## config.mk

```make
export PLATFORM = sky130hd
export DESIGN_NAME = health_state_fsm
export DESIGN_NICKNAME = d
export VERILOG_FILES = /design/src/rtl/health_pkg.sv /design/src/rtl/health_sat_counter.sv /design/src/rtl/health_state_fsm.sv
export SDC_FILE = /design/constraint.sdc
export NUM_CORES = 1
export LEC_CHECK = 0
export BUFFER_PORTS_ARGS = -buffer_cell sky130_fd_sc_hd__buf_4
export CORE_UTILIZATION = 30
export DETAILED_ROUTE_END_ITERATION = 8
export GPL_ROUTABILITY_DRIVEN = 0
export PLACE_DENSITY = 0.43
export SYNTH_ARGS = -nofsm -noshare
export SYNTH_HDL_FRONTEND = slang
export SYNTH_SLANG_ARGS = --single-unit
```

## constraint.sdc

```tcl
create_clock -name clk -period 4.1 [get_ports clk]
set_input_delay 0.82 -clock clk [delete_from_list [all_inputs] [get_ports clk]]
set_output_delay 0.82 -clock clk [all_outputs]
set_load 0.005 [all_outputs]
```

## src/rtl/health_pkg.sv

```systemverilog
// Shared state encoding and counter-width helper for the health classifier.
package health_pkg;

  typedef enum logic [1:0] {
    ST_INIT  = 2'd0,
    ST_OK    = 2'd1,
    ST_WARN  = 2'd2,
    ST_FAULT = 2'd3
  } health_state_t;

  // Bits needed to hold 0..max_val inclusive.
  function automatic int unsigned cnt_width(input int unsigned max_val);
    return (max_val < 1) ? 1 : $clog2(max_val + 1);
  endfunction

endpackage

```

## src/rtl/health_sat_counter.sv

```systemverilog
// Saturating up-counter with synchronous clear; clear has priority over increment.
module health_sat_counter
  import health_pkg::*;
#(
  parameter  int unsigned MAX = 1,
  localparam int unsigned W   = cnt_width(MAX)
) (
  input  logic         clk,
  input  logic         rst_n,
  input  logic         inc,
  input  logic         clr,
  output logic [W-1:0] count
);

  localparam logic [W-1:0] MAX_V = W'(MAX);

  always_ff @(posedge clk or negedge rst_n) begin
    if (!rst_n) begin
      count <= '0;
    end else if (clr) begin
      count <= '0;
    end else if (inc && (count != MAX_V)) begin
      count <= count + 1'b1;
    end
  end

endmodule

```

## src/rtl/health_state_fsm.sv

```systemverilog
// Heartbeat/error health classifier: INIT/OK/WARN/FAULT with registered LED decode.
module health_state_fsm
  import health_pkg::*;
#(
  parameter int unsigned TIMEOUT_LIMIT = 1000,
  parameter int unsigned FAULT_LIMIT   = 4000,
  parameter int unsigned RECOVER_COUNT = 3,
  parameter int unsigned ERR_FILTER    = 8
) (
  input  logic       clk,
  input  logic       rst_n,
  input  logic       heartbeat,
  input  logic       err_in,
  input  logic       clear,
  output logic       led_ok,
  output logic       blink_en,
  output logic       led_fault,
  output logic [1:0] state
);

  localparam int unsigned IW = cnt_width(FAULT_LIMIT);
  localparam int unsigned EW = cnt_width(ERR_FILTER);
  localparam int unsigned RW = cnt_width(RECOVER_COUNT);

  health_state_t state_q;
  health_state_t state_n;
  logic          state_chg;

  logic [IW-1:0] idle_cnt;
  logic [EW-1:0] err_cnt;
  logic [RW-1:0] recov_cnt;

  logic err_hit;
  logic idle_timeout;
  logic idle_fault;
  logic recov_done;
  logic err_clean;

  // Compare at 32 bits so limits larger than a counter's range never alias.
  assign err_hit      = (32'(err_cnt) == ERR_FILTER - 1) && err_in;
  assign idle_timeout = (32'(idle_cnt) == TIMEOUT_LIMIT - 1) && !heartbeat;
  assign idle_fault   = (32'(idle_cnt) == FAULT_LIMIT - 1) && !heartbeat;
  assign recov_done   = heartbeat && (32'(recov_cnt) == RECOVER_COUNT - 1);
  assign err_clean    = (err_cnt == '0) && !err_in;

  always_comb begin
    state_n = state_q;
    unique case (state_q)
      ST_INIT: begin
        if (err_hit)           state_n = ST_FAULT;
        else if (idle_timeout) state_n = ST_WARN;
        else if (heartbeat)    state_n = ST_OK;
      end
      ST_OK: begin
        if (err_hit)           state_n = ST_FAULT;
        else if (idle_timeout) state_n = ST_WARN;
      end
      ST_WARN: begin
        if (err_hit)           state_n = ST_FAULT;
        else if (idle_fault)   state_n = ST_FAULT;
        else if (recov_done)   state_n = ST_OK;
      end
      ST_FAULT: begin
        if (clear && err_clean) state_n = ST_INIT;
      end
    endcase
  end

  assign state_chg = (state_n != state_q);

  always_ff @(posedge clk or negedge rst_n) begin
    if (!rst_n) begin
      state_q   <= ST_INIT;
      led_ok    <= 1'b0;
      blink_en  <= 1'b0;
      led_fault <= 1'b0;
    end else begin
      state_q   <= state_n;
      led_ok    <= (state_n == ST_OK);
      blink_en  <= (state_n == ST_WARN);
      led_fault <= (state_n == ST_FAULT);
    end
  end

  assign state = state_q;

  health_sat_counter #(.MAX(FAULT_LIMIT)) u_idle_cnt (
    .clk   (clk),
    .rst_n (rst_n),
    .inc   (!heartbeat),
    .clr   (heartbeat || state_chg),
    .count (idle_cnt)
  );

  health_sat_counter #(.MAX(ERR_FILTER)) u_err_cnt (
    .clk   (clk),
    .rst_n (rst_n),
    .inc   (err_in),
    .clr   (!err_in),
    .count (err_cnt)
  );

  health_sat_counter #(.MAX(RECOVER_COUNT)) u_recov_cnt (
    .clk   (clk),
    .rst_n (rst_n),
    .inc   (heartbeat && (state_q == ST_WARN)),
    .clr   (state_chg),
    .count (recov_cnt)
  );

endmodule

```

==> Yosys cells after proc, flatten, opt, wreduce, memory -nomap -nowiden <==
Cells that the tools add are included.
{ "classes": {"n_addsub": 3, "reduce_logical": 17, "n_mux": 16, "n_eq_ne": 15} }
{ "ops": {"columns": ["cell", "count"], "rows": [
  ["two-way mux 12 bit", 2],
  ["two-way mux 2 bit", 11],
  ["adder 12 x 1 -> 12 bit, second input constant", 1],
  ["equality test 12 x 10 -> 1 bit, second input constant", 1],
  ["equality test 12 bit, second input constant", 1],
  ["inequality test 12 bit, second input constant", 1],
  ["equality test 2 bit, second input constant", 5],
  ["logical AND 1 bit", 10],
  ["two-way mux 4 bit", 2],
  ["case mux 2 bit (4 select lines)", 1],
  ["adder 4 x 1 -> 4 bit, second input constant", 1],
  ["equality test 2 x 1 -> 1 bit, second input constant", 2],
  ["equality test 4 x 3 -> 1 bit, second input constant", 1],
  ["zero test 4 bit", 1],
  ["inequality test 4 bit, second input constant", 1],
  ["nonzero test 2 bit", 2],
  ["adder 2 x 1 -> 2 bit, second input constant", 1],
  ["zero test 1 bit", 2],
  ["zero test 2 bit", 1],
  ["inequality test 2 x 1 -> 1 bit, second input constant", 1],
  ["inequality test 2 bit", 1],
  ["inequality test 2 bit, second input constant", 1],
  ["logical OR 1 bit", 1]
]} }
{ "totals": {"wordCells": 58, "in_bits": 5, "reg_bits": 23, "output_inout_bits": 5} }

==> Logic depth before layout (Yosys ltp) <==
{ "logic_depth": {"depth_word": 9, "ltp_mapped": 8, "mapped_depth_nobuf": 8} }

==> By module <==
Synthesis repeated with hierarchy kept, for this count alone.
{ "unflattened": {"hier_cells": 145, "area_unflattened_um2": 1443.9} }
{ "modules_own_cells": {"columns": ["module", "cells_each", "n_inst", "seq_area_each_um2", "area_each_um2"], "rows": [
  ["health_sat_counter (u_idle_cnt)", 71, 1, 300.3, 695.7],
  ["health_state_fsm", 41, 1, 125.1, 395.4],
  ["health_sat_counter (u_err_cnt)", 23, 1, 100.1, 229.0],
  ["health_sat_counter (u_recov_cnt)", 10, 1, 50.0, 123.9]
]} }

==> Worst setup path after synthesis <==
No wires, ideal clock.
{ "synth_timing": {"path_kind": "input port to flip-flop", "startpoint": "input err_in", "endpoint": "register u_idle_cnt.count[0]", "required_ns": 3.981, "setup_time_ns": 0.119, "arrival_ns": 1.771, "cell_stages": 6, "path_buffers": 1, "slack_ns": 2.210, "cell_sequence": "nand2b_1 > o41ai_1 > o22ai_2 > o211ai_2 > buf_6 > nor2_1"} }
{ "synth_via": {"elab_chain_len": 8, "word_cells_on_any_way": 13, "classes_between": "eq/ne: 1; mux: 6; reduce/logical: 6"} }
{ "synth_rtl": {"columns": ["item", "line", "source"], "rows": [
  ["start: declaration", "health_state_fsm.sv:13", "input logic err_in,"],
  ["zero test 1 bit", null, null],
  ["logical AND 1 bit", "health_state_fsm.sv:44", "assign err_clean = (err_cnt == '0) && !err_in;"],
  ["logical AND 1 bit", "health_state_fsm.sv:64", "if (clear && err_clean) state_n = ST_INIT;"],
  ["two-way mux 2 bit", "health_state_fsm.sv:64", null],
  ["case mux 2 bit (4 select lines) *", "health_state_fsm.sv:48", "unique case (state_q)"],
  ["inequality test 2 bit *", "health_state_fsm.sv:69", "assign state_chg = (state_n != state_q);"],
  ["logical OR 1 bit *", "health_state_fsm.sv:91", ".clr (heartbeat || state_chg),"],
  ["two-way mux 12 bit / nonzero test 2 bit (equally long branches)", null, null],
  ["end signal: assignment", "health_sat_counter.sv:23", "count <= count + 1'b1;"],
  ["end: declaration", "health_sat_counter.sv:12", "output logic [W-1:0] count"]
]} }
Every way passes the cells marked *; elsewhere a longest branch is shown, timed or not.
A chain may end at the register's enable or synchronous reset.

==> Final worst setup path <==
{ "layout_timing": {"startpoint": "input heartbeat", "endpoint": "register u_idle_cnt.count[10]"} }
{ "layout_via": {"elab_chain_len": 8, "word_cells_on_any_way": 18, "classes_between": "eq/ne: 1; mux: 10; reduce/logical: 7"} }
{ "layout_rtl": {"columns": ["item", "line", "source"], "rows": [
  ["start: declaration", "health_state_fsm.sv:12", "input logic heartbeat,"],
  ["logical AND 1 bit / zero test 1 bit (equally long branches)", null, null],
  ["two-way mux 2 bit, or another cell as far along", "health_state_fsm.sv:61", "else if (recov_done) state_n = ST_OK;"],
  ["two-way mux 2 bit, on equally long branches", "health_state_fsm.sv:60, health_state_fsm.sv:56, health_state_fsm.sv:51", null],
  ["two-way mux 2 bit, on equally long branches", "health_state_fsm.sv:59, health_state_fsm.sv:55, health_state_fsm.sv:50", null],
  ["case mux 2 bit (4 select lines)", "health_state_fsm.sv:48", null],
  ["inequality test 2 bit", "health_state_fsm.sv:69", null],
  ["logical OR 1 bit", "health_state_fsm.sv:91", null],
  ["two-way mux 12 bit / nonzero test 2 bit (equally long branches)", null, null]
]} }
Several ways; a longest one is shown, not always the timed one.

==> run_results.csv <==
group,metric,value,unit
run_status,status,"finished, final reports clean",
routing,firstDrtPassIters,4,
timing,finalClockSkew,0.00249,ns
critical_path,path_delay_family,"simple AND/OR/NAND/NOR gates",
routing,drc,0,
cts,clock-root-buffer,"clkbuf_8",
power_and_ir_drop,totalPowerFinal,0.431,mW
yosys,ys_seq_area_share,41.0,%
cts,postCtsHoldBufs,0,
timing,fin_ws,2.07,ns
cts,cts_tree,"done",
floorplanning,initial_utilization,31.8,%
grt,grt_pass1_wl,4800,um
critical_path,worstReg2RegStart,"u_idle_cnt.count[0]",
yosys,syn_area_per_cell,9.41,um^2
timing,final_hold_viol_count,0,
yosys,synth_edf_count,0,
yosys,yosys_warnings,0,
cts,cts_resized,0,
yosys,ys_seq_elements,23,
critical_path,cp_max_fo,12,
power_and_ir_drop,ir_drop,0.0933,mV
layout,area.growth.synth_to_final,10.1,%
critical_path,worstSetupStartpointType,"input pin",
placement,dp_cells,205,
timing,post-route-period-util,49.4,%
layout,final_area,0.00154,mm^2
flow_run,maxCapViolations,0,
floorplanning,die_w,70.4,um
placement,dp_hpwl,1990,um
critical_path,worstSetupPathType,"input pin to register",
routing,first_iter_violations,43,
grt,grt.overflow.total,0,
routing,vias,1044,
cts,cts_buffer_depth,2,
hold_path,min_path_type,"input pin to asynchronous set/reset pin",
critical_path,cpPeakStageDelay,0.49,ns
grt,grt_pass1_vias,1025,
timing,tightest_slew,0.577,ns
floorplanning,io_pins,10,
routing,routedWlPerCell,13.2,um
routing,viasPerCell,5.00,
critical_path,cp_num_buf_inv,1,
placement,port_buffers,9,
critical_path,critPathMostFrequentCell,"nor2_1",
yosys,synth_cells,149,
routing,drt_wl_total,2760,um
placement,place_ws,1.76,ns
grt,antenna_found_initial,0,
routing,antenna_left,0,
layout,finish.net_count,169,
placement,dpl_cell_area,0.00150,mm^2
grt,grt_max_degree,24,
critical_path,worstSetupEndpointType,"register",
power_and_ir_drop,power_density,279,mW/mm^2
timing,finalSetupViolCount,0,
grt,grt.total_usage,12.3,%
yosys,synthArstFlopShare,100,%
critical_path,worst_ep_required_time,4.23,ns
critical_path,critPathLaunch,"heartbeat",
timing,maxSlewViolCount,0,
yosys,synth.distinct_cells,43,
cts,cts_made_buffers,3,
floorplanning,die_y,70.4,um
cts,htreeDepth,1,
floorplanning,core,0.00441,mm^2
layout,utilization,35.0,%
yosys,syn-num-nets,160,
timing,slew_headroom,61.4,%
timing,timing.setup.tns,0,ns
timing,hold_slack,0.437,ns
layout,drive_above_1_share,15.3,%
cts,postCtsSetupBuffers,0,
cts,clk-insertion-delay-late,0.26,ns
layout,antennaDiodeCount,0,
yosys,synth_area,0.00140,mm^2
yosys,synth_ff_type,"dfrtp_1",
yosys,synth_area_leaders,"dfrtp_1 41%, nor2_1 7.2%, ha_1 5.4%",
cts,clk_pin_slew,0.09,ns
floorplanning,rows,24,
layout,layoutNonFillerInstCount,209,
timing,min_period,2.03,ns
floorplanning,dieArea,0.00495,mm^2
power_and_ir_drop,leakage,0.662,nW
critical_path,arrival,2.16,ns
yosys,yosys.area.top_type,"dfrtp_1",
timing,fmax,0.494,GHz
timing,rsz0062_at_grt,"false",
yosys,synth_top_area_share,41.0,%
cts,clock-sinks,23,
critical_path,path_cells,"buf_4, nand2b_4, nor4_2, nor2_1, o211ai_2, nor2_1",
critical_path,slowest_stage,"o211ai_2",
-- flip-flops by register name, indices dropped and copies added, names as in the netlist --
name and flops:
u_idle_cnt.count 12, u_err_cnt.count 4, state 2, u_recov_cnt.count 2, blink_en 1, led_fault 1
led_ok 1
-- cell usage in the layout, fill, tap and decap left out, drive strengths merged, types with 2 or more instances in the layout --
master  instances
nor3            2
clkbuf          3
o211ai          3
nand4b          2
nand3b          2
nor4            4
and2            2
dfrtp          23
and3            2
o21ai           3
nand2           9
mux2i           2
nand2b          5
nand3           9
nor2           27
xnor2           8
or3             2
buf             9
xor2            5
inv            10
or2             2
ha              6
a21oi           3
-- synth_stat cells, drive strengths merged, types with 3 or more instances --
| library cell | instances |
|---|---|
| nor2 | 27 |
| dfrtp | 23 |
| inv | 10 |
| nand2 | 9 |
| nand3 | 9 |
| xnor2 | 8 |
| ha | 6 |
| nand2b | 5 |
| xor2 | 5 |
| buf | 4 |
| nor4 | 4 |
| a21oi | 3 |
| o211ai | 3 |
| o21ai | 3 |
-- layer usage --
| layer | track usage, % | vias up | wire [um] |
|---|---|---|---|
| met4 | 4.00 | 0 | 20 |
| met2 | 19.6 | 8 | 1260 |
| li1 | - | 519 | - |
| met5 | 0 | - | 0 |
| met3 | 2.31 | 2 | 63 |
| met1 | 16.7 | 515 | 1420 |
-- cells by family after synthesis --
kind of cell | synth area share, %
flip-flops | 41.0
XOR/XNOR | 8.12
AO/OA/AOI/OAI | 7.31
buffers and inverters | 5.35
multiplexers | 1.43
adder cells (fa/ha/maj) | 5.35
AND/OR/NAND/NOR | 31.4
-- layout make-up --
type	instances	area [um^2]
Fill cell	461	2870
Clock inverter	1	5.00
Timing Repair Buffer	9	67.6
Clock buffer	3	41.3
Tap cell	52	65.1
Sequential cell	23	576
Inverter	10	37.5
Multi-Input combinational cell	111	752
-- worst paths after layout --
kind | cells after the start | slack, ns | end
max in group asynchronous | 1 | 3.42 | u_idle_cnt.count[9]
min in group clk | 2 | 0.59 | u_idle_cnt.count[9]
min reg2reg | 2 | 0.59 | u_idle_cnt.count[9]
min | 1 | 0.44 | u_recov_cnt.count[1]
max reg2reg | 6 | 2.11 | u_idle_cnt.count[10]
max | 6 | 2.07 | u_idle_cnt.count[10]
-- report_power, final --
group | switching, mW | total, mW | internal (mW)
clock | 0.0776 | 0.145 | 0.0679
combinational | 0.0235 | 0.0424 | 0.0189
sequential | 0.00948 | 0.243 | 0.233
Power figures use the tool's default switching activity.
